`src/rtl/regfile_mp.sv`:
```
// Multi-read-port register file with registered reads, optional zero register,
// optional write-to-read bypass and a sequencer that zeroes the array after reset.
module regfile_mp #(
   parameter int DATA_WIDTH = 32,
   parameter int REG_NUM    = 32,
   parameter int RD_PORTS   = 2,
   parameter int ZERO_REG   = 1,
   parameter int BYPASS     = 1,
   localparam int AW        = $clog2(REG_NUM)
) (
   input  logic                           clk,
   input  logic                           rst,
   input  logic                           clr_req,
   output logic                           ready,
   input  logic [RD_PORTS*AW-1:0]         rd_addr,
   output logic [RD_PORTS*DATA_WIDTH-1:0] rd_data,
   input  logic [AW-1:0]                  wr_addr,
   input  logic [DATA_WIDTH-1:0]          wr_data,
   input  logic                           wr_en
);

   typedef enum logic {
      ST_CLEAR = 1'b0,
      ST_RUN   = 1'b1
   } state_e;

   localparam logic [AW:0]   REG_NUM_W = (AW+1)'(REG_NUM);
   localparam logic [AW-1:0] PTR_LAST  = AW'(REG_NUM - 1);

   state_e                         state_q, state_d;
   logic [AW-1:0]                  ptr_q, ptr_d;
   logic [RD_PORTS*DATA_WIDTH-1:0] rd_data_q, rd_data_d;
   logic [DATA_WIDTH-1:0]          regs_q [REG_NUM];
   logic                           wr_fire;

   function automatic logic in_range(input logic [AW-1:0] a);
      return {1'b0, a} < REG_NUM_W;
   endfunction

   // A write only lands in RUN; a same-cycle clr_req wins over it.
   always_comb begin
      wr_fire = (state_q == ST_RUN) && wr_en && !clr_req && in_range(wr_addr)
                && !((ZERO_REG != 0) && (wr_addr == '0));
   end

   always_comb begin
      state_d = state_q;
      ptr_d   = ptr_q;
      case (state_q)
         ST_CLEAR: begin
            if (ptr_q == PTR_LAST) begin
               state_d = ST_RUN;
               ptr_d   = '0;
            end else begin
               ptr_d = ptr_q + 1'b1;
            end
         end
         ST_RUN: begin
            if (clr_req) begin
               state_d = ST_CLEAR;
               ptr_d   = '0;
            end
         end
         default: begin
            state_d = ST_CLEAR;
            ptr_d   = '0;
         end
      endcase
   end

   always_comb begin
      logic [AW-1:0]         ra;
      logic [DATA_WIDTH-1:0] val;
      rd_data_d = '0;
      ra        = '0;
      val       = '0;
      if (state_q == ST_RUN) begin
         for (int p = 0; p < RD_PORTS; p++) begin
            ra = rd_addr[p*AW +: AW];
            if (!in_range(ra) || ((ZERO_REG != 0) && (ra == '0))) begin
               val = '0;
            end else if ((BYPASS != 0) && wr_fire && (ra == wr_addr)) begin
               val = wr_data;
            end else begin
               val = regs_q[ra];
            end
            rd_data_d[p*DATA_WIDTH +: DATA_WIDTH] = val;
         end
      end
   end

   // Storage has no reset; the CLEAR sweep is what zeroes it.
   always_ff @(posedge clk) begin
      if (state_q == ST_CLEAR) begin
         regs_q[ptr_q] <= '0;
      end else if (wr_fire) begin
         regs_q[wr_addr] <= wr_data;
      end
   end

   always_ff @(posedge clk or posedge rst) begin
      if (rst) begin
         state_q   <= ST_CLEAR;
         ptr_q     <= '0;
         rd_data_q <= '0;
      end else begin
         state_q   <= state_d;
         ptr_q     <= ptr_d;
         rd_data_q <= rd_data_d;
      end
   end

   assign ready   = (state_q == ST_RUN);
   assign rd_data = rd_data_q;

endmodule

```
`config.mk`:
```
export PLATFORM = sky130hd
export DESIGN_NAME = regfile_mp
export DESIGN_NICKNAME = d
export VERILOG_FILES = /design/src/rtl/regfile_mp.sv
export SDC_FILE = /design/constraint.sdc
export NUM_CORES = 1
export LEC_CHECK = 0
export CAP_MARGIN = 20
export CORE_AREA = 3 3 445 337
export CTS_CLUSTER_DIAMETER = 100
export DETAILED_ROUTE_END_ITERATION = 8
export DIE_AREA = 0 0 448 340
export PLACE_DENSITY_LB_ADDON = 0.25
export SLEW_MARGIN = 0
export SYNTH_ARGS = -nofsm -noshare
export SYNTH_HDL_FRONTEND = slang
export SYNTH_SLANG_ARGS = --single-unit
export TNS_END_PERCENT = 20
```
`constraint.sdc`:
```
create_clock -name clk -period 5.07 [get_ports clk]
set_clock_uncertainty 0.15 [all_clocks]
set_input_delay 1.014 -clock clk [delete_from_list [all_inputs] [get_ports clk]]
set_output_delay 1.014 -clock clk [all_outputs]
set_load 0.03 [all_outputs]
```
==> key figures <==
Critical path
  – Worst-path maximum fanout: 24
  – Critical path arrival: 4.29 ns
  – CP Class: input pin to flip-flop
  – Critical Path End Type: flip-flop
  – CP Launch Type: input pin
  – Critical path required time: 5.53 ns

Clock tree
  – Later-pin clock latency in the skew report: 0.74 ns
  – Hold bufs inserted after CTS: 0
  – CTS max path bufs: 3
  – Post_cts resized: 0
  – # Post-CTS Setup Buffers: 0
  – CTS tree: done
  – Root Driver: clkbuf_16
  – CTS Buf Count: 111
  – Worst-path clk slew: 0.06 ns
  – Sink Count: 1094
  – H-tree depth: 3

Timing
  – Tcrit/Tclk final: 0.757
  – Final worst path period need: 3.84 ns
  – Final Max Slew Viols: 0
  – Final Hold Violating Endpoints: 0
  – Worst Max-Slew Pin Slew: 1.17 ns
  – RSZ-0062 raised after global routing: no
  – Setup TNS: 0 ns
  – Slew HR: 0.222
  – Setup ws final: 1.23 ns
  – Final setup viols: 0
  – Max Clk Rate: 261 MHz

Global routing
  – Vias in the first global route: 31400
  – First-pass GRT wire length: 250000 um
  – GRT overflow: 0
  – Initial antenna violation count: 8
  – All-Layer GR Usage: 0.231
  – Largest net degree at the start of global routing: 55

Power and ir drop
  – Worst VDD drop: 255 uV
  – Leak: 0.0203 uW
  – Logic pwr share: 0.170
  – PwrDens: 400 nW/um2
  – Switching share of power: 0.284
  – Internal power: 16900 uW
  – Clock power share: 0.355
  – Reg power frac: 0.475
  – P_sw: 6710 uW

Drt
  – DR pass1 iterations: 6
  – Vias: 32100
  – Met2 wire len: 77100 um
  – WL final: 178000 um
  – M1 wire length: 78900 um
  – DR top layer: met5
  – Vias per std cell: 6.18
  – Drt wl/cell: 34.3 um
  – Routed Antenna Nets: 0
  – Detailed Route Iter0 Violations: 4449
  – DRC viols: 0
  – Met3 WL post-DR: 18000 um

Logic synthesis
  – Yosys cell types: 61
  – Cell taking the most area after synthesis: edfxtp_1
  – Most used DFF post-synth: edfxtp_1
  – Synth Instances: 3016
  – Mapped Area: 51000 um2
  – Post-synthesis sequential area ratio: 0.638
  – Post-synth EDFFs: 1024
  – Largest cells by area after synthesis: edfxtp_1 60%, mux4_2 14%, mux2i_1 8.7%
  – Post-synthesis register bit count: 1094
  – Synth warn: 0
  – Post-synth top area share: 0.603
  – Avg Cell Area, Syn: 16.9 um2
  – Syn nets: 3069
  – Ys async rst share: 0.0640

Placed design
  – Placed wire-length estimate: 112000 um
  – Routability cong.: 0.849
  – I/O Buffers: 115
  – Pre-CTS setup slack: 0.622 ns

Floorplanning
  – Starting Density: 0.351
  – Die width: 448 um
  – Die H: 340 um
  – Core footprint: 145000 um2
  – Io pins: 116
  – Die area: 152000 um2
  – Row count: 121

Finish
  – Final core occ: 0.406
  – Multi-input gate area: 17300 um2
  – Fillcell total: 13000
  – Layout area overhead: 15.9%
  – Storage element area: 32500 um2
  – Layout cells sized above 1: 0.224
  – Final #Nets: 3249
  – # diodes: 0

Status
  – Status: finished, final reports clean

Min path
  – HP Class: flip-flop to flip-flop

Flow run
  – MaxCap Viol Count: 0
kinds of logic after synthesis:
family / share of synthesized area
buffers and inverters: 0.0291
flip-flops: 0.638
XOR/XNOR: 0.00206
AO/OA/AOI/OAI: 0.0804
AND/OR/NAND/NOR: 0.0275
adder cells (fa/ha/maj): 0.000491
multiplexers: 0.223
Yosys cell counts, drive strengths merged, types with 2 or more instances:
cell,number
a21oi,91
edfxtp,1024
nand2b,5
a21o,20
dfrtp,70
buf,134
mux2i,445
o21ai,87
nor2b,3
and2,41
ha,2
a31oi,43
o221ai,148
xnor2,3
a211oi,5
and3,2
a22o,7
mux4,306
o211ai,3
nand3,27
or2,3
xor2,9
a32oi,6
a2111oi,24
nor3b,2
o21bai,3
o311ai,2
a211o,15
a32o,13
o22ai,94
nor2,132
clkbuf,112
inv,12
nor3,23
a22oi,12
nand2,72
a221o,2
path summary, 6_finish.rpt:
check                                           from               endpoint  slack (ns)  cells past startpoint
max in group asynchronous                        rst  rd_data[20]$_DFF_PP0_        3.04                      3
worst min-delay path            ptr_q[2]$_DFFE_PP0P_   ptr_q[2]$_DFFE_PP0P_        0.45                      1
worst max-delay path                         clr_req  rd_data[22]$_DFF_PP0_        1.23                      9
min in group asynchronous                        rst   rd_data[4]$_DFF_PP0_        0.68                      2
worst min register to register  ptr_q[2]$_DFFE_PP0P_   ptr_q[2]$_DFFE_PP0P_        0.45                      1
worst max register to register       ready$_DFF_PP0_  rd_data[22]$_DFF_PP0_        1.24                      8
registers in the layout, summed over array words and instances, names as in the netlist:
register / count
ptr_q: 5
ready: 1
rd_data: 64
regs_q: 1024
cell type report:
cell class	instances	area share
well taps	1906	0.0404
repair buffers	313	0.0525
flip-flops and latches	1094	0.550
inverters	12	0.000826
clock buffers	148	0.0509
clock inverters	62	0.0119
multi-input cells	1664	0.293
power groups by stage:
stage                     sequential (uW)  combinational [uW]  clock (uW)
after floorplan                     11400                2020           0
after detailed placement            11400                3980           0
after global routing                11300                4200        8930
final                               11200                4020        8400
after CTS                           11200                3990        8530
after global placement              11400                3960           0
through the flow:
step	area [um2]	hold WS, ns	total power (uW)	cells
6_report	59100	0.452	23600	5199
5_1_grt	59100	0.522	24400	5199
4_1_cts	59000	0.464	23700	5197
3_5_place_dp	55300	0.448	15400	4987
3_3_place_gp	55300	0.442	15300	4986
2_1_floorplan	51000	0.385	13400	3016
worst max-delay path: stages:
cell and delay (ns):
clkdlybuf4s50_1 0.46, and3b_1 0.40, a21boi_4 0.46, buf_4 0.51, nand4_1 0.20, buf_4 0.29
nand2_1 0.52, nor3_1 0.15, a32o_1 0.25
layer usage:
metal | vias up | GRT usage
met3 | 250 | 0.0529
met5 | - | 0
met1 | 17000 | 0.353
met4 | 2 | 0.0543
met2 | 1827 | 0.334
li1 | 13000 | -
cells in the final DEF (no fill, tap or decap), types with 15 or more instances in the layout:
cell / Yosys / routed
dfrtp_1: 70 / 70
a31oi_1: 42 / 39
buf_12: 0 / 35
o21ai_1: 42 / 42
clkdlybuf4s50_1: 0 / 105
o22ai_1: 94 / 94
clkinv_2: 0 / 19
nand2_1: 72 / 70
clkbuf_1: 112 / 28
a21oi_1: 91 / 90
nor2_1: 132 / 99
edfxtp_1: 1024 / 1024
o221ai_1: 146 / 146
clkbuf_16: 0 / 111
a21o_1: 20 / 20
clkinv_1: 0 / 16
mux2i_1: 445 / 445
nor3_1: 23 / 23
o21ai_0: 45 / 45
nor2_4: 0 / 32
mux4_2: 306 / 306
nand3_1: 27 / 27
buf_4: 44 / 165
a2111oi_0: 24 / 24
and2_1: 39 / 39
a211o_1: 15 / 15
(Power assumes the default switching activity.)
